[src/rtl/seq_scheduler_if.sv]
// ---------------------------------------------------------------------------
// seq_scheduler_if
// Bundle of the host byte bus, the run controls and the sequencing outputs
// of seq_scheduler.
//   master : host / controller side (drives wr, dato, Stb, start, stop,
//            mode, dwell; observes everything else)
//   slave  : seq_scheduler side
// Signals:
//   wr, dato, Stb     host byte bus (load window, data byte, byte strobe)
//   start, stop       run/advance pulse, abort pulse
//   mode, dwell       run mode and per-entry dwell, latched at run start
//   cfg_out, seq_en   applied config word and its one-cycle apply strobe
//   busy, done        activity flag and end-of-run pulse
//   entry_idx         index of the entry being applied
//   n_entries         number of words loaded
//   overflow          sticky "byte arrived while table full"
//   state_dbg         current scheduler state, for observation only
//
// Handshake: the host byte bus has no ready. dato is valid on the cycle in
// which Stb rises while wr is high; the scheduler takes it only in IDLE.
// Bytes that arrive outside IDLE are ignored, bytes beyond a full table are
// dropped and flagged on overflow. seq_en is a one-cycle valid qualifying
// cfg_out towards the secuenciador, which must always accept it.
// ---------------------------------------------------------------------------
interface seq_scheduler_if #(
    parameter int CFG_W   = 16,
    parameter int DWELL_W = 16,
    parameter int IDX_W   = 3
);
    logic               wr;
    logic [7:0]         dato;
    logic               Stb;
    logic               start;
    logic               stop;
    logic [1:0]         mode;
    logic [DWELL_W-1:0] dwell;
    logic [CFG_W-1:0]   cfg_out;
    logic               seq_en;
    logic               busy;
    logic               done;
    logic [IDX_W-1:0]   entry_idx;
    logic [IDX_W:0]     n_entries;
    logic               overflow;
    logic [2:0]         state_dbg;

    modport master (
        output wr, dato, Stb, start, stop, mode, dwell,
        input  cfg_out, seq_en, busy, done, entry_idx, n_entries, overflow,
               state_dbg
    );

    modport slave (
        input  wr, dato, Stb, start, stop, mode, dwell,
        output cfg_out, seq_en, busy, done, entry_idx, n_entries, overflow,
               state_dbg
    );
endinterface

[src/rtl/seq_scheduler.sv]
// ---------------------------------------------------------------------------
// seq_scheduler
// Configuration and sequencing controller in front of the secuenciador.
// Packs host bytes (low byte first) into CFG_W-bit words held in a DEPTH
// entry table, then on start steps through the table: each entry is put on
// cfg_out (APPLY), strobed with seq_en (STROBE), held for max(dwell,1)
// cycles (DWELL) and then the next entry is chosen (NEXT / WAIT).
// Ports:
//   clk    system clock, rising edge
//   rst_n  synchronous active-low reset (table contents are kept)
//   bus    seq_scheduler_if.slave, see the interface for signal list
// ---------------------------------------------------------------------------
module seq_scheduler #(
    parameter int DEPTH   = 8,
    parameter int CFG_W   = 16,
    parameter int DWELL_W = 16
) (
    input  logic            clk,
    input  logic            rst_n,
    seq_scheduler_if.slave  bus
);
    localparam int IDX_W = $clog2(DEPTH);
    localparam logic [IDX_W:0] FULL      = (IDX_W+1)'(DEPTH);
    localparam logic [1:0]     MODE_STEP = 2'b00;
    localparam logic [1:0]     MODE_LOOP = 2'b10;

    typedef enum logic [2:0] {
        S_IDLE   = 3'd0,
        S_APPLY  = 3'd1,
        S_STROBE = 3'd2,
        S_DWELL  = 3'd3,
        S_NEXT   = 3'd4,
        S_WAIT   = 3'd5
    } state_t;

    state_t             state, state_d;

    // load path
    logic               stb_q, wr_q;
    logic [7:0]         low_byte;
    logic               phase, phase_d;
    logic [IDX_W:0]     n_entries_q, n_d;
    logic               overflow_q, ovf_d;
    logic               low_we, tbl_we;
    logic [CFG_W-1:0]   table_mem [DEPTH];

    // run path
    logic [1:0]         mode_q;
    logic [DWELL_W-1:0] dwell_q, cnt;
    logic [IDX_W-1:0]   entry_idx_q, idx_d;
    logic [CFG_W-1:0]   cfg_q;
    logic               done_pend, done_q;
    logic               seq_en_c, busy_c, finish_c, load_cfg_c;

    logic is_idle, accept, wr_rise, wr_fall, last, start_ok;

    assign is_idle  = (state == S_IDLE);
    assign accept   = bus.Stb & ~stb_q & bus.wr & is_idle;
    assign wr_rise  = bus.wr & ~wr_q & is_idle;
    assign wr_fall  = ~bus.wr & wr_q;
    assign last     = ({1'b0, entry_idx_q} == (n_entries_q - 1'b1));
    assign start_ok = bus.start & ~bus.stop & ~bus.wr & (n_entries_q != '0);

    // ---------------- byte packing ----------------
    always_comb begin
        n_d     = n_entries_q;
        phase_d = phase;
        ovf_d   = overflow_q;
        low_we  = 1'b0;
        tbl_we  = 1'b0;
        if (wr_rise) begin
            n_d     = '0;
            phase_d = 1'b0;
            ovf_d   = 1'b0;
        end else if (wr_fall) begin
            // an unpaired low byte is abandoned when the window closes
            phase_d = 1'b0;
        end
        if (accept) begin
            if (n_d == FULL) begin
                ovf_d = 1'b1;
            end else if (!phase_d) begin
                phase_d = 1'b1;
                low_we  = 1'b1;
            end else begin
                phase_d = 1'b0;
                tbl_we  = 1'b1;
                n_d     = n_d + 1'b1;
            end
        end
    end

    // Table is deliberately outside reset so a reset does not lose the
    // loaded configuration.
    always_ff @(posedge clk) begin
        if (rst_n && low_we)
            low_byte <= bus.dato;
        if (rst_n && tbl_we)
            table_mem[n_entries_q[IDX_W-1:0]] <= CFG_W'({bus.dato, low_byte});
    end

    // ---------------- FSM: state register ----------------
    always_ff @(posedge clk) begin
        if (!rst_n)
            state <= S_IDLE;
        else
            state <= state_d;
    end

    // ---------------- FSM: next state ----------------
    always_comb begin
        state_d = state;
        unique case (state)
            S_IDLE:   if (start_ok) state_d = S_APPLY;
            S_APPLY:  state_d = S_STROBE;
            S_STROBE: state_d = S_DWELL;
            // cnt starts at dwell; <=1 also covers dwell=0 as one cycle
            S_DWELL:  if (cnt <= DWELL_W'(1)) state_d = S_NEXT;
            S_NEXT: begin
                if (last)
                    state_d = (mode_q == MODE_LOOP) ? S_APPLY : S_IDLE;
                else
                    state_d = (mode_q == MODE_STEP) ? S_WAIT : S_APPLY;
            end
            S_WAIT:   if (bus.start) state_d = S_APPLY;
            default:  state_d = S_IDLE;
        endcase
        // abort wins over everything, including a same-cycle start
        if (bus.stop && state != S_IDLE)
            state_d = S_IDLE;
    end

    // ---------------- FSM: outputs ----------------
    always_comb begin
        busy_c     = (state != S_IDLE);
        seq_en_c   = (state == S_STROBE) && !bus.stop;
        finish_c   = (state == S_NEXT) && last && (mode_q != MODE_LOOP) && !bus.stop;
        load_cfg_c = (state_d == S_APPLY);
        idx_d      = entry_idx_q;
        if (state == S_IDLE && state_d == S_APPLY)
            idx_d = '0;
        else if (state == S_NEXT && state_d != S_IDLE)
            idx_d = last ? '0 : entry_idx_q + 1'b1;
    end

    // ---------------- datapath ----------------
    always_ff @(posedge clk) begin
        if (!rst_n) begin
            stb_q       <= 1'b0;
            wr_q        <= 1'b0;
            phase       <= 1'b0;
            n_entries_q <= '0;
            overflow_q  <= 1'b0;
            mode_q      <= '0;
            dwell_q     <= '0;
            cnt         <= '0;
            entry_idx_q <= '0;
            cfg_q       <= '0;
            done_pend   <= 1'b0;
            done_q      <= 1'b0;
        end else begin
            stb_q       <= bus.Stb;
            wr_q        <= bus.wr;
            phase       <= phase_d;
            n_entries_q <= n_d;
            overflow_q  <= ovf_d;
            if (state == S_IDLE && state_d == S_APPLY) begin
                mode_q  <= bus.mode;
                dwell_q <= bus.dwell;
            end
            entry_idx_q <= idx_d;
            // cfg_out takes the new word on entry to APPLY, so it is already
            // stable for a full cycle when seq_en fires in STROBE
            if (load_cfg_c)
                cfg_q <= table_mem[idx_d];
            if (state == S_STROBE)
                cnt <= dwell_q;
            else if (state == S_DWELL && cnt != '0)
                cnt <= cnt - DWELL_W'(1);
            // done lands one full entry period after the final seq_en,
            // i.e. in the slot where the next strobe would have been
            done_pend <= finish_c;
            done_q    <= done_pend;
        end
    end

    assign bus.cfg_out   = cfg_q;
    assign bus.seq_en    = seq_en_c;
    assign bus.busy      = busy_c;
    assign bus.done      = done_q;
    assign bus.entry_idx = entry_idx_q;
    assign bus.n_entries = n_entries_q;
    assign bus.overflow  = overflow_q;
    assign bus.state_dbg = state;
endmodule

[src/flat_wrapper.sv]
// flat-port wrapper written by rule: the top's interface ports become plain ports
module seq_scheduler_flat 
#(
    parameter int DEPTH   = 8,
    parameter int CFG_W   = 16,
    parameter int DWELL_W = 16
)
  (clk, rst_n, bus_wr, bus_dato, bus_Stb, bus_start, bus_stop, bus_mode, bus_dwell, bus_cfg_out, bus_seq_en, bus_busy, bus_done, bus_entry_idx, bus_n_entries, bus_overflow, bus_state_dbg);
  seq_scheduler_if #(.CFG_W(CFG_W), .DWELL_W(DWELL_W), .IDX_W(3)) bus_i ();
  input  logic clk;
  input  logic rst_n;
  input wire logic [$bits(bus_i.wr)-1:0] bus_wr;
  input wire logic [$bits(bus_i.dato)-1:0] bus_dato;
  input wire logic [$bits(bus_i.Stb)-1:0] bus_Stb;
  input wire logic [$bits(bus_i.start)-1:0] bus_start;
  input wire logic [$bits(bus_i.stop)-1:0] bus_stop;
  input wire logic [$bits(bus_i.mode)-1:0] bus_mode;
  input wire logic [$bits(bus_i.dwell)-1:0] bus_dwell;
  output wire logic [$bits(bus_i.cfg_out)-1:0] bus_cfg_out;
  output wire logic [$bits(bus_i.seq_en)-1:0] bus_seq_en;
  output wire logic [$bits(bus_i.busy)-1:0] bus_busy;
  output wire logic [$bits(bus_i.done)-1:0] bus_done;
  output wire logic [$bits(bus_i.entry_idx)-1:0] bus_entry_idx;
  output wire logic [$bits(bus_i.n_entries)-1:0] bus_n_entries;
  output wire logic [$bits(bus_i.overflow)-1:0] bus_overflow;
  output wire logic [$bits(bus_i.state_dbg)-1:0] bus_state_dbg;
  assign bus_i.wr = bus_wr;
  assign bus_i.dato = bus_dato;
  assign bus_i.Stb = bus_Stb;
  assign bus_i.start = bus_start;
  assign bus_i.stop = bus_stop;
  assign bus_i.mode = bus_mode;
  assign bus_i.dwell = bus_dwell;
  assign bus_cfg_out = bus_i.cfg_out;
  assign bus_seq_en = bus_i.seq_en;
  assign bus_busy = bus_i.busy;
  assign bus_done = bus_i.done;
  assign bus_entry_idx = bus_i.entry_idx;
  assign bus_n_entries = bus_i.n_entries;
  assign bus_overflow = bus_i.overflow;
  assign bus_state_dbg = bus_i.state_dbg;
  seq_scheduler #(.DEPTH(DEPTH), .CFG_W(CFG_W), .DWELL_W(DWELL_W)) u_core (.clk(clk), .rst_n(rst_n), .bus(bus_i));
endmodule
[config.mk]
export PLATFORM = sky130hd
export DESIGN_NAME = seq_scheduler_flat
export DESIGN_NICKNAME = d
export VERILOG_FILES = /design/src/rtl/seq_scheduler_if.sv /design/src/rtl/seq_scheduler.sv /design/src/flat_wrapper.sv
export SDC_FILE = /design/constraint.sdc
export NUM_CORES = 1
export LEC_CHECK = 0
export CORE_ASPECT_RATIO = 1.4
export CORE_MARGIN = 2
export CORE_UTILIZATION = 53
export CTS_CLUSTER_DIAMETER = 60
export DETAILED_ROUTE_END_ITERATION = 8
export PLACE_DENSITY = 0.76
export SYNTH_ARGS = -nofsm -noshare
export SYNTH_HDL_FRONTEND = slang
export SYNTH_SLANG_ARGS = --single-unit
[constraint.sdc]
create_clock -name clk -period 4.2 [get_ports clk]
set_input_delay 0.84 -clock clk [delete_from_list [all_inputs] [get_ports clk]]
set_output_delay 0.84 -clock clk [all_outputs]
set_load 0.02 [all_outputs]
==> impl_metrics.yaml, run 1 <==
floorplan:
  die_h_um: 158
  start_util_pct: 53.7
  ios: 62
  die_w_um: 114
  rows: 56
  die_area_um2: 17900
  core_area_um2: 16600
critical_path:
  r2r_slack_ns: 0.81
  cp.arrival_ns: 2.64
  required_ns: 3.36
  critPathCaptureType: "output pin"
  rr_startpoint: "u_core.bus.n_entries[2]"
  reg2reg_depth: 9
  critPathLaunchType: "flip-flop"
  r2r_end: "u_core.bus.cfg_out[0]"
  worstSetupPathType: "reg2out"
  crit_fanout: 17
routing:
  vias: 6405
  wl_met3_mm: 1.25
  drt_iter0_drc: 553
  dr.pass1.iters: 5
  wl_per_cell_um: 21.2
  wirelength_mm: 21.2
  ant_nets: 0
  top_layer_used: "met4"
  met2WireLength_mm: 11.2
  drc: 0
  wl_met1_mm: 8.12
  via_per_inst: 6.42
clock_tree:
  h-tree-depth: 1
  cts_resized: 0
  cts_tree: "done"
  cts-hold-fix-buffers: 0
  cts_made_buffers: 21
  worst_skew_pair.late_latency_ns: 0.50
  cts.sinks: 202
  root_buffer: "clkbuf_16"
  cts_buffer_depth: 3
  cts_setup_buffers: 0
  clkTransAtPathRegs_ns: 0.06
logic_synthesis:
  synthTopCellsByCount: "edfxtp_1 (136), nand2_1 (71), dfxtp_1 (66)"
  syn-num-nets: 773
  postSynthRegisterBits: 202
  post-synth-top-area-fraction_pct: 45.8
  yosysMostFrequentCell: "edfxtp_1"
  synth_area_leaders: "edfxtp_1 (46%), dfxtp_1 (15%), o211ai_1 (5.5%)"
  syn_area_um2: 8920
  syn_inst: 731
  synth_edf_count: 136
  yosys_warnings: 0
  ys_seq_area_share_pct: 60.6
  synth_async_sr_flop_share_pct: 0
  synthFlopType: "edfxtp_1"
  synth_top_area_cell: "edfxtp_1"
  synth_cell_types: 58
  syn_area_per_cell_um2: 12.2
power_and_ir_drop:
  p_leak_nw: 3.35
  p_per_area_nw_per_um2: 383
  peakVddDrop_v: 0.000371
worst_hold_path:
  min_to: "u_core.bus.done"
  hold_path_class: "reg2reg"
  holdPathStages: 1
  hp-start: "u_core.done_pend"
final_layout:
  regArea_um2: 5410
  syn2layout_area_growth_pct: 16.7
  insertedDiodeCount: 0
  multi_input_area_um2: 3250
  drive_above_1_share_pct: 11.0
  fillerInstances: 1257
  nets: 821
sta:
  worst_clock_skew_ns: 0.0166
  slew_violations: 0
  fin_crit_ns: 3.48
  finalCritPeriodShare_pct: 82.8
  relSlewSlack_pct: 20.5
  setup_viol: 0
  tightest_slew_ns: 1.19
  hold_viol: 0
  rsz0062_at_grt: "no"
  holdWs_ns: 0.435
  max_freq_mhz: 287
  setup_tns_ns: 0
placed_design:
  hpwl_mm: 12.9
  port_buffers: 61
  routabilityCongestion: 0.879
grt:
  grt_overflow_total: 0
  grt.total_usage_pct: 23.5
  antenna_found_initial: 0
  grt_max_degree: 67
  grt_pass1_wl_mm: 33.0
  grt_pass1_vias: 6446
status:
  outcome: "finished clean"
job:
  drv_cap: 0
-- how the worst max path moves through the flow --
stage / from / end / slack, ns / cells after the start
after floorplan: u_core.bus.state_dbg[0] / u_core.table_mem[4][0] / 0.18 / 9
after global placement: bus_stop / u_core.bus.cfg_out[0] / 0.53 / 10
after detailed placement: bus_stop / u_core.bus.cfg_out[0] / 0.43 / 10
after CTS: u_core.bus.state_dbg[1] / bus_seq_en / 0.71 / 4
after global routing: u_core.bus.state_dbg[1] / bus_seq_en / 0.53 / 4
final: u_core.bus.state_dbg[1] / bus_seq_en / 0.72 / 4
-- registers in the layout, summed over array words and instances (netlist names), 3 cells and up --
| register | flops |
|---|---|
| u_core.dwell_q | 16 |
| u_core.table_mem | 128 |
| u_core.bus.cfg_out | 16 |
| u_core.bus.entry_idx | 3 |
| u_core.bus.n_entries | 4 |
| u_core.bus.state_dbg | 3 |
| u_core.cnt | 16 |
| u_core.low_byte | 8 |
-- per-stage QoR --
stage | cell area, um^2 | cells | util, % | power, mW | setup slack, ns
after global routing | 10400 | 997 | 62.7 | 4.11 | 0.530
after CTS | 10400 | 997 | 62.7 | 4.02 | 0.710
after detailed placement | 9750 | 959 | 58.7 | 2.24 | 0.430
after floorplan | 8920 | 731 | - | 2.19 | 0.185
after global placement | 9750 | 959 | 58.7 | 2.23 | 0.529
final | 10400 | 997 | 62.7 | 3.99 | 0.722
-- per-layer routing --
metal  global-route usage [%]  up-vias
li1                         -     2970
met1                     27.6     3145
met2                     42.7      236
met3                     3.47       54
met4                     9.99        0
met5                        0        -
-- final cells by class --
cell class	count	share of cell area (%)
flip-flops and latches	202	51.9
clock buffers	28	5.42
multi-input cells	459	31.2
inverters	10	0.361
well taps	203	2.44
repair buffers	85	7.67
clock inverters	10	0.962
-- critical path: stages (launching register included) --
cell	delay [ns]
dfxtp_1	0.42
nor2b_1	0.27
nand2b_1	0.38
nor2_1	0.39
clkdlybuf4s50_1	0.68
-- cell families after synthesis --
logic type	Yosys count	share of synthesized area, %
flip-flops	202	60.6
multiplexers	18	4.17
XOR/XNOR	8	0.785
AND/OR/NAND/NOR	200	11.7
adder cells (fa/ha/maj)	10	1.40
buffers and inverters	70	3.46
AO/OA/AOI/OAI	223	17.9
-- power breakdown --
group	total [mW]	internal, mW	leakage (nW)	switching, mW
clock	1.79	1.07	0.332	0.728
combinational	0.0704	0.0359	1.26	0.0345
sequential	2.12	2.12	1.76	0.00490
-- cells in the final DEF (no fill, tap or decap), types with 4 or more instances in the layout --
| master | Yosys | layout |
|---|---|---|
| edfxtp_1 | 136 | 136 |
| nand2_1 | 71 | 71 |
| o211ai_1 | 65 | 65 |
| dfxtp_1 | 66 | 65 |
| clkdlybuf4s50_1 | 0 | 60 |
| o21ai_0 | 36 | 36 |
| or3_1 | 32 | 32 |
| a21boi_0 | 30 | 30 |
| o32ai_1 | 30 | 30 |
| buf_4 | 0 | 23 |
| clkbuf_16 | 0 | 21 |
| nor2_1 | 18 | 17 |
| a31oi_1 | 17 | 17 |
| and2_1 | 15 | 15 |
| a21oi_1 | 14 | 14 |
| mux4_2 | 14 | 14 |
| nor3_1 | 16 | 13 |
| inv_1 | 10 | 10 |
| ha_1 | 10 | 10 |
| nand3_1 | 8 | 8 |
| nor2b_1 | 8 | 8 |
| nor4_1 | 9 | 7 |
| o311ai_0 | 7 | 7 |
| nand2b_1 | 6 | 6 |
| a211oi_1 | 6 | 6 |
| xnor2_1 | 6 | 6 |
| clkbuf_1 | 48 | 4 |
| clkinv_2 | 0 | 4 |
Note: power is estimated with default switching activity, not from simulation.
==> inputs of run 2 (changes only) <==
==> constraint.sdc (replaced) <==
create_clock -name clk -period 2.85 [get_ports clk]
set_input_delay 0.57 -clock clk [delete_from_list [all_inputs] [get_ports clk]]
set_output_delay 0.57 -clock clk [all_outputs]
set_load 0.02 [all_outputs]
==> run 2 against run 1 <==
The flow now finishes with violations (negative setup slack); clock power is 41% higher; largest cell class unchanged; worst setup slack worse by 0.82 ns; non-clock buffer count is 63 higher; clock-buffer cell count stayed put; worst hold slack worse by 0.031 ns; total power is 45% higher; sequential share of layout area is 3.6 points lower; die area stayed put.
==> impl_metrics.yaml, run 2 (synthesized netlist as in run 1, its figures left out) <==
status:
  outcome: "finished with violations"
  violations: "negative setup slack"
critical_path:
  path_delay_family: "simple AND/OR/NAND/NOR gates"
  critPathLaunchType: "flip-flop"
  slowest_delay_ns: 0.54
  critPathCaptureType: "flip-flop"
  cp.arrival_ns: 3.32
  path_buf_inv: 1
  crit_slowest_cell: "or4_4"
  crit_chain: "or4_4 > or3_4 > nor2_4 > a21oi_2 > nor4_4 > a31o_4 > buf_12 > mux4_2 > nand2_2 > a31oi_2"
  worstSetupPathType: "reg2reg"
  required_ns: 3.22
  crit_fanout: 9
sta:
  tightest_slew_ns: 0.642
  slew_violations: 0
  setup_viol: 15
  rsz0062_at_grt: "yes"
  worst_clock_skew_ns: 0.00930
  relSlewSlack_pct: 57.2
  hold_viol: 0
  fin_crit_ns: 2.94
  fin_ws_ns: -0.0949
  max_freq_mhz: 340
  finalCritPeriodShare_pct: 103
grt:
  grt_pass1_wl_mm: 34.8
  grt_overflow_total: 0
  antenna_found_initial: 0
  grt.total_usage_pct: 24.8
  grt_max_degree: 65
  grt_pass1_vias: 6884
final_layout:
  layout_commonest_cell: "edfxtp_1"
  syn2layout_area_growth_pct: 25.6
  largest_reg_flops: 128
  most-common-layout-cells: "edfxtp_1 (136), nand2_1 (70), buf_4 (70)"
  drive_above_1_share_pct: 20.0
  insertedDiodeCount: 0
  final_cells: 1059
  fillerInstances: 1153
  nets: 884
  post-route-util_pct: 67.5
floorplan:
  die_h_um: 158
  core_area_um2: 16600
  start_util_pct: 53.7
  die_w_um: 114
  rows: 56
  die_area_um2: 17900
  ios: 62
job:
  drv_cap: 0
clock_tree:
  cts-hold-fix-buffers: 0
  cts_buffer_depth: 3
  h-tree-depth: 1
  root_buffer: "clkbuf_16"
  worst_skew_pair.late_latency_ns: 0.50
  cts.sinks: 202
  clkTransAtPathRegs_ns: 0.06
  cts_made_buffers: 21
  cts_tree: "done"
routing:
  via_per_inst: 6.34
  drc: 0
  wl_per_cell_um: 21.5
  dr.pass1.iters: 5
  ant_nets: 0
  drt_iter0_drc: 580
  vias: 6718
  wirelength_mm: 22.7
power_and_ir_drop:
  total_power_mw: 5.77
  p_leak_nw: 3.72
  power.switching_mw: 1.15
  seqPwrFrac_pct: 54.2
  p_per_area_nw_per_um2: 516
  p_int_mw: 4.62
  peakVddDrop_v: 0.000544
  p_sw_share_pct: 20.0
  power_frac_comb_pct: 2.0
  p_clk_share_pct: 43.9
placed_design:
  dp_cells: 1011
  hpwl_mm: 14.2
  routabilityCongestion: 0.887
  port_buffers: 61
worst_hold_path:
  hold_path_class: "in2reg"
==> run 2: changes by cell type in the layout (fill, tap and decap cells not counted), sizes merged <==
cell,delta
buf,+61
clkinv,-3
clkinvlp,+3
bufinv,-2
clkbuf,+2
clkdlybuf4s50,-1
dlymetal6s2s,+1
inv,+1
==> run 2: through the flow <==
step / setup WS (ns) / instance area (um^2) / hold WS (ns) / TNS [ns]
4_1_cts: -0.0518 / 11100 / 0.386 / -0.0706
6_report: -0.0949 / 11200 / 0.403 / -0.727
2_1_floorplan: -0.179 / 9090 / 0.412 / -5.02
5_1_grt: -0.175 / 11200 / 0.416 / -2.16
3_5_place_dp: -0.415 / 10400 / 0.427 / -11.61
3_3_place_gp: -0.301 / 10400 / 0.421 / -4.53
==> run 2: worst register-to-register path: cells and delay by family, from the launching register on <==
kind            cells  cell delay (ns)
flops               1             0.32
compound gates      3             0.45
mux                 1             0.53
simple gates        5             1.37
buf+inv             1             0.17
==> run 2: worst paths after layout <==
path | startpoint | to | slack, ns | cells past startpoint
worst max-delay path | u_core.cnt[8] | u_core.bus.cfg_out[7] | -0.09 | 10
worst max register to register | u_core.cnt[8] | u_core.bus.cfg_out[7] | -0.09 | 10
worst min-delay path | rst_n | u_core.bus.n_entries[1] | 0.40 | 2
worst min register to register | u_core.done_pend | u_core.bus.done | 0.44 | 1
==> run 2: area by class of cell <==
type / instances / area [um^2] / share of cell area, %
timing repair buffer: 148 / 1480 / 13.2
sequential: 202 / 5420 / 48.4
clock buffer: 28 / 582 / 5.19
multi-input combinational: 459 / 3360 / 30.0
inverter: 10 / 42.5 / 0.380
clock inverter: 9 / 58.8 / 0.525
tap: 203 / 254 / 2.27
==> run 2: routing by layer <==
layer	global-route usage, %	vias up	wire, um
met5	0	-	0
met4	10.4	0	807
met3	3.81	57	1530
met2	47.2	300	12100
met1	27.2	3284	8240
li1	-	3077	-
==> run 2: power groups by stage <==
stage          Sequential (mW)  Combinational (mW)  Clock, mW
3_3_place_gp              3.19               0.108          0
3_5_place_dp              3.19               0.112          0
2_1_floorplan             3.19              0.0344          0
6_report                  3.13               0.114       2.53
5_1_grt                   3.13               0.121       2.66
4_1_cts                   3.13               0.113       2.56
==> run 2: what timing repair did <==
item / in CTS / in global routing
setup buffers: 5 / 4
gates cloned: 0 / 2
resized for setup: 11 / 9
setup endpoints to repair: 17 / 17
pin swaps: 3 / 2
==> inputs of run 3 (changes only) <==
--- a/config.mk
+++ b/config.mk
@@ -5,6 +5,7 @@
 export SDC_FILE = /design/constraint.sdc
 export NUM_CORES = 1
 export LEC_CHECK = 0
+export CAP_MARGIN = 20
 export CORE_ASPECT_RATIO = 1.4
 export CORE_MARGIN = 2
 export CORE_UTILIZATION = 53
==> results of run 3 <==
Final layout, timing and power as in run 2 (identical DEF).
